### config.mk
export PLATFORM = sky130hd
export DESIGN_NAME = source_rr_arbiter
export DESIGN_NICKNAME = d
export VERILOG_FILES = /design/src/rtl/source_rr_arbiter.sv
export SDC_FILE = /design/constraint.sdc
export NUM_CORES = 1
export LEC_CHECK = 0
export ABC_AREA = 1
export CAP_MARGIN = 0
export CORE_UTILIZATION = 34
export CTS_CLUSTER_DIAMETER = 100
export CTS_CLUSTER_SIZE = 24
export DETAILED_ROUTE_END_ITERATION = 16
export DONT_BUFFER_PORTS = 1
export PLACE_DENSITY_LB_ADDON = 0.3
export SLEW_MARGIN = 20
export SYNTH_ARGS = -nofsm -noshare
export SYNTH_HDL_FRONTEND = slang
export SYNTH_SLANG_ARGS = --single-unit
### constraint.sdc
create_clock -name clk -period 4.1 [get_ports clk]
set_input_delay 0.41 -clock clk [delete_from_list [all_inputs] [get_ports clk]]
set_output_delay 0.41 -clock clk [all_outputs]
set_load 0.05 [all_outputs]
### src/rtl/source_rr_arbiter.sv
// source_rr_arbiter: merges p_nreqs val/rdy source streams into one registered val/rdy output
//   clk       : clock, all state updates on posedge
//   reset     : asynchronous active-high reset
//   in_val    : per-requester valid (bit i = requester i)
//   in_rdy    : per-requester ready, one-hot or zero
//   in_msg    : packed messages, requester i at [i*p_width +: p_width]
//   in_done   : per-requester done flags
//   out_val   : output register holds a message
//   out_rdy   : consumer ready
//   out_msg   : registered message
//   out_src   : requester index that produced out_msg
//   all_done  : every requester done and output register empty
// Build option: define SOURCE_RR_ARBITER_FIXED_PRIO_EN for fixed priority (lowest valid index wins, no ptr).
module source_rr_arbiter #(
    parameter int p_width    = 32,
    parameter int p_nreqs    = 4,
    parameter int p_id_width = $clog2(p_nreqs)
) (
    input  logic                       clk,
    input  logic                       reset,
    input  logic [p_nreqs-1:0]         in_val,
    output logic [p_nreqs-1:0]         in_rdy,
    input  logic [p_nreqs*p_width-1:0] in_msg,
    input  logic [p_nreqs-1:0]         in_done,
    output logic                       out_val,
    input  logic                       out_rdy,
    output logic [p_width-1:0]         out_msg,
    output logic [p_id_width-1:0]      out_src,
    output logic                       all_done
);
    localparam logic [p_id_width-1:0] last_idx = p_id_width'(p_nreqs - 1);

    logic                  out_val_q, out_val_d;
    logic [p_width-1:0]    out_msg_q, out_msg_d;
    logic [p_id_width-1:0] out_src_q, out_src_d;
    logic                  load, any_val, hs;
    logic [p_id_width-1:0] gnt_idx, idx;
    logic [p_width-1:0]    gnt_msg;
    logic [p_width-1:0]    msgs [p_nreqs];
    int                    base;

    for (genvar g = 0; g < p_nreqs; g++) begin : g_unpack
        assign msgs[g] = in_msg[g*p_width +: p_width];
    end

`ifdef SOURCE_RR_ARBITER_FIXED_PRIO_EN
    assign base = 0;
`else
    logic [p_id_width-1:0] ptr_q, ptr_d;
    assign base = int'(ptr_q);
    assign ptr_d = hs ? (gnt_idx == last_idx ? '0 : gnt_idx + p_id_width'(1)) : ptr_q;
    always_ff @(posedge clk or posedge reset) begin
        if (reset) ptr_q <= '0;
        else       ptr_q <= ptr_d;
    end
`endif

    // Scan from the farthest offset down so the nearest valid index (from base) wins last.
    always_comb begin
        any_val = 1'b0;
        gnt_idx = '0;
        gnt_msg = '0;
        idx     = '0;
        for (int k = p_nreqs - 1; k >= 0; k--) begin
            idx = p_id_width'((base + k) % p_nreqs);
            if (in_val[idx]) begin
                any_val = 1'b1;
                gnt_idx = idx;
                gnt_msg = msgs[idx];
            end
        end
    end

    assign load = !out_val_q | out_rdy;
    assign hs   = load & any_val;

    always_comb begin
        out_val_d = hs | (out_val_q & !out_rdy);
        out_msg_d = hs ? gnt_msg : out_msg_q;
        out_src_d = hs ? gnt_idx : out_src_q;
    end

    always_ff @(posedge clk or posedge reset) begin
        if (reset) begin
            out_val_q <= 1'b0;
            out_msg_q <= '0;
            out_src_q <= '0;
        end else begin
            out_val_q <= out_val_d;
            out_msg_q <= out_msg_d;
            out_src_q <= out_src_d;
        end
    end

    // Gated by reset so no requester sees an acknowledge in a reset cycle.
    assign in_rdy   = (hs & !reset) ? (p_nreqs'(1) << gnt_idx) : '0;
    assign out_val  = out_val_q;
    assign out_msg  = out_msg_q;
    assign out_src  = out_src_q;
    assign all_done = (&in_done) & !out_val_q;
endmodule

* Word level (Yosys, flattened, before mapping)
Index checks and enable logic that the tools add are counted.
** Storage, ports and cells
- Output and inout port bits :: 40
- Flip-flop bits (word level) :: 37
** Operators by class
- Add/subtract/negate cells :: 4
- Multiplexer cells :: 34
- $lt $le $gt $ge :: 8
- Bitwise gates (word level) :: 10
- Shift-type cells :: 1
- Equality and inequality tests :: 1
- Reduce and logical (&&, ||, !) cells :: 4
** Operators by type and width (count)
- 32-bit two-way mux :: 12
- 32-bit binary-select mux with 2-bit select :: 4
- 3-bit >= comparator, second input constant :: 4
- 2-bit by 3-bit < comparator with 1-bit output, second input constant :: 4
- 2-bit NOT with 3-bit output :: 4
- 2-bit two-way mux :: 5
- 1-bit binary-select mux with 2-bit select :: 4
- 1-bit two-way mux :: 8
- 2-bit by 1-bit adder with 2-bit output, second input constant :: 2
- 2-bit adder, second input constant :: 2
- 1-bit bitwise AND :: 4
- 4-bit two-way mux :: 1
- 4-bit AND reduction :: 1
- 1-bit by 2-bit left shift with 4-bit output, first input constant :: 1
- 1-bit zero test :: 3
- 2-bit equality test, second input constant :: 1
- 1-bit bitwise OR :: 2

* Logic depth before layout (Yosys ltp)
Gate-level depths: netlist (run 1).
- Depth in word-level cells :: 10
- Depth in mapped cells :: 14
- Depth with buffers taken out :: 13

* Worst setup path after synthesis (run 1)
Ideal clock, no wire load.
- Kind :: input to output
- From :: in reset
- To :: out in_rdy[0]
- Slack :: 1.555 ns
- Buffers on the path :: 0
- Arrival time :: 2.135 ns
- Cell stages on the path :: 3
- Cell sequence :: inv_1 > nand2_1 > nor2_1
** Between the ends
- Cells in the longest elaborated chain, start to end :: 3
** Ends and longest elaborated chain
- from (decl) :: RTL line 20 : input logic reset,
- 1-bit zero test :: RTL line 96 : assign in_rdy = (hs & !reset) ? (p_nreqs'(1) << gnt_idx) : '0;
- 1-bit bitwise AND :: RTL line 96
- 4-bit two-way mux :: RTL line 96
- to (decl) :: RTL line 22 : output logic [p_nreqs-1:0] in_rdy,
Every way passes these cells.

* Worst setup path after layout (run 1)
- From :: reg ptr_q[1]
- To :: out in_rdy[0]
** RTL lines
- from (decl) :: RTL line 49 : logic [p_id_width-1:0] ptr_q, ptr_d;
- from (signal assigned) :: RTL line 54 : else ptr_q <= ptr_d;
- 2-bit adder :: RTL line 65 : idx = p_id_width'((base + k) % p_nreqs);
- 1-bit binary-select mux with 2-bit select :: RTL line 66 : if (in_val[idx]) begin
- 1-bit two-way mux (implied by the code) :: RTL line 66
- 2-bit two-way mux (3 in a row) :: RTL line 66
- 2-bit two-way mux * :: RTL line 66
- via gnt_idx[0] :: RTL line 37 : logic [p_id_width-1:0] gnt_idx, idx;
- 1-bit by 2-bit left shift with 4-bit output * :: RTL line 96
- 4-bit two-way mux * :: RTL line 96
The timed path passes the listed nets; every way through them passes the cells marked *. The select of a mux whose other input is x is not followed.

==> results of run 1 <==
==> kinds of logic after synthesis <==
logic type / share of synthesized area
compound gates: 0.0939
simple gates: 0.634
buf+inv: 0.120
flops: 0.144
fa+ha+maj: 0.00781
==> area by class of cell <==
type,instances,area [sq um],share of cell area
Sequential cell,37,930,0.141
Inverter,84,317,0.0481
Clock inverter,1,5.00,0.000760
Timing Repair Buffer,21,161,0.0245
Multi-Input combinational cell,1153,4730,0.719
Tap cell,229,287,0.0435
Clock buffer,7,153,0.0232
==> through the flow <==
| stage | instance area [sq um] | hold WS, ps | utilization | power, mW |
|---|---|---|---|---|
| after floorplan | 6410 | 506 | - | 5.35 |
| after global placement | 6420 | 475 | 0.353 | 6.25 |
| after detailed placement | 6420 | 479 | 0.353 | 6.33 |
| after CTS | 6580 | 153 | 0.361 | 6.79 |
| after global routing | 6580 | 167 | 0.361 | 7.59 |
| final | 6580 | 114 | 0.361 | 6.76 |
==> worst min path at each step <==
stage / end / slack [ps] / cells after the start
global route: out_src[0] / 170 / 2
floorplan: out_val / 510 / 1
CTS: out_msg[31] / 150 / 2
finish: out_msg[31] / 110 / 2
global placement: out_src[0] / 480 / 2
detailed placement: out_msg[31] / 480 / 2
==> routing by layer <==
metal / wire [um] / share of wire
met5: 0 / 0
met4: 429 / 0.020
met3: 1590 / 0.076
met2: 9710 / 0.46
met1: 9350 / 0.44
==> state kept, by name, indices dropped and copies added, names as in the netlist <==
name	flops
out_msg	32
out_src	2
out_val	1
ptr_q	2
==> cell usage in the layout, fill, tap and decap left out, types with 2 or more instances in the layout <==
| master | netlist | routed |
|---|---|---|
| nand3_1 | 71 | 71 |
| o211ai_1 | 33 | 33 |
| clkinv_2 | 0 | 2 |
| inv_2 | 7 | 7 |
| clkbuf_8 | 0 | 2 |
| nand2_1 | 891 | 889 |
| inv_1 | 77 | 76 |
| clkbuf_16 | 0 | 5 |
| dfrtp_1 | 37 | 36 |
| o21ai_0 | 69 | 69 |
| nand2_2 | 6 | 8 |
| buf_4 | 13 | 20 |
| ha_1 | 4 | 4 |
| nor2_1 | 73 | 73 |
==> critical path: stages (launching register included) <==
cell and delay, ps:
dfrtp_1 360, buf_4 440, nand2_1 130, nand2_2 380, nand2_2 140, nand2_4 90, buf_4 360, o21ai_0 150
nand2_1 70, nand2_1 140, inv_1 120, ha_1 160, inv_1 40, nor2_1 90, buf_4 200
==> where the power goes <==
group | total, mW | internal, mW | switching [mW]
registers | 1.17 | 0.532 | 0.638
logic | 5.17 | 1.51 | 3.66
clock network | 0.429 | 0.258 | 0.171
total | 6.76 | 2.30 | 4.47
==> impl_metrics.tcl, run 1 <==
set metrics [dict create \
    pre_cts_slack_ps 859 \
    r2r_start "ptr_q[1]" \
    antenna_found_initial 0 \
    end_kind "primary output" \
    synth_seq_cells 37 \
    cts_root_buffer "clkbuf_16" \
    peakVddDrop_mv 0.554 \
    synth_ff_type "dfrtp_1" \
    grt.overflow.total 0 \
    clockBufferDepth 2 \
    setup_ws_ps 511 \
    grt_pass1_wl_mm 34.4 \
    critPathLaunchType "flip-flop" \
    syn_nets 1508 \
    portBuffers 0 \
    critPathLaunch "ptr_q[1]" \
    synth_cell_types 21 \
    postSynthCellCount 1365 \
    min_period_ps 3590 \
    cp_max_fo 37 \
    max_freq_ghz 0.279 \
    yosysTopAreaCell "nand2_1" \
    cts_sinks 37 \
    antenna_left 0 \
    drc_errors 0 \
    place.gp.congestion 0.858 \
    hold_viol 0 \
    grtUsageMet2 0.369 \
    use_met3 0.0520 \
    die_w_um 139 \
    firstDrtPassIters 5 \
    maxCapViolations 0 \
    rows 49 \
    powerDensity_nw_per_um2 1030 \
    vias 7486 \
    cts-htree-levels 2 \
    boundaryPins 179 \
    routed_via_density 4.89 \
    drt-total-wl_mm 21.1 \
    fin_crit_sh 0.875 \
    drtIter0Drc 513 \
    synth.avg_cell_area_sq_um 4.70 \
    slew_violations 0 \
    finalNonFillerCells 1532 \
    ctsResizeCount 0 \
    synth.most_common_cell "nand2_1" \
    clock_skew_ps 8.30 \
    grt_pass1_vias 6802 \
    status "completed" \
    clk_latency_ps 300 \
    cp_data_required_time_ps 3690 \
    synth.area.top_cells "nand2_1 52%, dfrtp_1 14%, nand3_1 5.5%, o21ai_0 5.4%, inv_1 4.5%" \
    tns_ps 0 \
    met1_usage 0.274 \
    rsz0062_at_grt "false" \
    setup_viol 0 \
    synthTopCellsByCount "891 x nand2_1, 77 x inv_1, 73 x nor2_1" \
    cts_tree "done" \
    crit_type "reg2out" \
    netlist_area_sq_um 6410 \
    synthArstFlopShare 1.00 \
    grt-busiest-layer "met2" \
    coreArea_sq_um 18200 \
    r2r_cells 12 \
    die_area_sq_um 19400 \
    power.leakage_nw 4.12 \
    post-place-cells 1524 \
    worstMarginPinSlew_ps 1090 \
    ys_warn_count 0 \
    relSlewSlack 0.268 \
    critPathCapture "in_rdy[0]" \
    layout-drive-gt1-share 0.0384 \
    ys_seq_area_frac 0.144 \
    cp_data_arrival_time_ps 3180 \
    cts_buffers 5 \
    grt_max_degree 129 \
    r2r_end "out_msg[13]" \
    synth_edf_count 0 \
    regToRegSetupSlack_ps 1000 \
    grt_usage 0.219 \
    worstHoldPathType "in2async" \
    cts_hold_buf 0 \
    start_util 0.352 \
    wl_per_cell_um 13.8 \
    path_clk_slew_ps 60 \
    dieHeight_um 139 \
    postCtsSetupRepairBufs 0 \
    nFillCells 2089 \
    areaGrowthSynthToFinish_pct 2.67 \
    final_nets 1445 \
    num_antenna_cells 0 \
    synth_top_area_share 0.522 \
    dp_hpwl_mm 14.6 \
]
(Power assumes the default switching activity.)
==> run 2: changes to the inputs <==
Settings changed: CORE_MARGIN set to 8.
==> run 2 against run 1 <==
  * Sequential power is essentially flat
  * Non-clock buffer count grew 1
  * Critical path depth grew 1
  * Final area grew 0.15%
  * Sequential cell count is the same
  * Core utilization shrank 0.67 points
  * Global-route usage shrank 3.5 points
  * Highest routed layer unchanged
==> impl_metrics.tcl, run 2 (synthesized netlist as in run 1, its figures left out) <==
set metrics [dict create \
    cts_root_buffer "clkbuf_16" \
    grt_pass1_vias 6793 \
    areaGrowthSynthToFinish_pct 2.83 \
    setup_viol 0 \
    die_w_um 153 \
    end_kind "primary output" \
    timing.critical_path.cells "clkinv_2, buf_4, nand2_1, nand3_1, nand2_2, inv_2, nand2_1, nand2_1, nand3_1, nand2_1, inv_1, ha_1, inv_1, nor2_1, buf_4" \
    antenna_found_initial 0 \
    wl_per_cell_um 14.5 \
    fin_crit_sh 0.825 \
    crit_type "reg2out" \
    clockBufferDepth 2 \
    min_period_ps 3380 \
    worstHoldPathType "in2async" \
    hold_viol 0 \
    mostFrequentLayoutCells "889 x nand2_1, 76 x inv_1, 73 x nor2_1, 71 x nand3_1, 69 x o21ai_0" \
    drt-total-wl_mm 22.4 \
    power.leakage_nw 4.12 \
    peakVddDrop_mv 0.687 \
    hold_slack_ps 131 \
    antenna_left 0 \
    grt_max_degree 117 \
    portBuffers 0 \
    r2r_cells 11 \
    start_util 0.345 \
    max_freq_ghz 0.296 \
    post-place-cells 1530 \
    postCtsSetupRepairBufs 0 \
    coreArea_sq_um 18600 \
    cp_data_required_time_ps 3690 \
    slew_violations 0 \
    dp_hpwl_mm 15.9 \
    worstMarginPinSlew_ps 1030 \
    path_clk_slew_ps 60 \
    cts_buffers 5 \
    firstDrtPassIters 5 \
    grt_usage 0.183 \
    critPathLaunchType "flip-flop" \
    relSlewSlack 0.313 \
    finalNonFillerCells 1538 \
    rows 50 \
    routed_via_density 4.98 \
    cp_slowest_cell "dfrtp_4" \
    place.gp.congestion 0.887 \
    clk_latency_ps 290 \
    drtIter0Drc 720 \
    dieHeight_um 153 \
    vias 7665 \
    largest_reg_flops 32 \
    drc_errors 0 \
    cts-htree-levels 2 \
    status "completed" \
    critical_path.max_stage_delay_ps 540 \
    layout-drive-gt1-share 0.0391 \
    grt.overflow.total 0 \
    tns_ps 0 \
    cts_tree "done" \
    cp_data_arrival_time_ps 2970 \
    clock_skew_ps 2.93 \
    ctsResizeCount 0 \
    rsz0062_at_grt "false" \
    cp_max_fo 45 \
    boundaryPins 179 \
    grt_pass1_wl_mm 35.6 \
    cts_hold_buf 0 \
    powerDensity_nw_per_um2 1030 \
    num_antenna_cells 0 \
    maxCapViolations 0 \
    cts_sinks 37 \
    mostFrequentLayoutCell "nand2_1" \
    cpMostUsedCell "nand2_1" \
    final_util 0.355 \
    die_area_sq_um 23500 \
    final_nets 1446 \
]
run 2: cell count changes in the layout (fill, tap and decap cells not counted):
cell | before | now
buf_4 | 20 | 22
buf_6 | 1 | 0
run 2: cell type report:
type	count	area, sq um
repair buffers	22	165
clock inverters	1	5.00
multi-input cells	1153	4730
inverters	84	317
well taps	234	293
fillers	2136	12000
flip-flops and latches	37	930
clock buffers	7	153
run 2: critical path, delay by kind of cell (launching register included):
family | cells | cell delay (ps)
AND/OR/NAND/NOR | 8 | 810
buffers and inverters | 6 | 1120
adder cells (fa/ha/maj) | 1 | 200
flip-flops | 1 | 540
run 2: report_power, final:
part	internal (mW)	switching [mW]	total, mW	leakage (nW)
combinational	1.51	3.68	5.20	3.57
clock	0.258	0.155	0.412	0.0799
sequential	0.532	0.666	1.20	0.466
total	2.30	4.50	6.81	4.12
run 2: final timing paths:
| path | endpoint | slack [ps] | startpoint |
|---|---|---|---|
| worst min register to register | out_msg[31] | 790 | out_msg[31] |
| worst max-delay path | in_rdy[0] | 720 | ptr_q[0] |
| max in group asynchronous | ptr_q[0] | 3570 | reset |
| min in group clk | out_val | 220 | out_rdy |
| worst min-delay path | out_msg[9] | 130 | reset |
| worst max register to register | ptr_q[1] | 1240 | ptr_q[1] |
run 2: layer usage:
metal  up-vias  track usage  routed length [um]
li1       4021            -                   -
met1      3325        0.227                9580
met2       280        0.298               10100
met3        39       0.0522                1970
met4         0       0.0650                 677
met5         -            0                   0
run 2: per-stage QoR:
| step | instance area, sq um | setup WS [ps] | power, mW |
|---|---|---|---|
| after floorplan | 6410 | 1550 | 5.35 |
| after global placement | 6430 | 1110 | 6.30 |
| after detailed placement | 6430 | 1040 | 6.36 |
| after CTS | 6590 | 708 | 6.81 |
| after global routing | 6590 | 433 | 7.63 |
| final | 6590 | 717 | 6.81 |
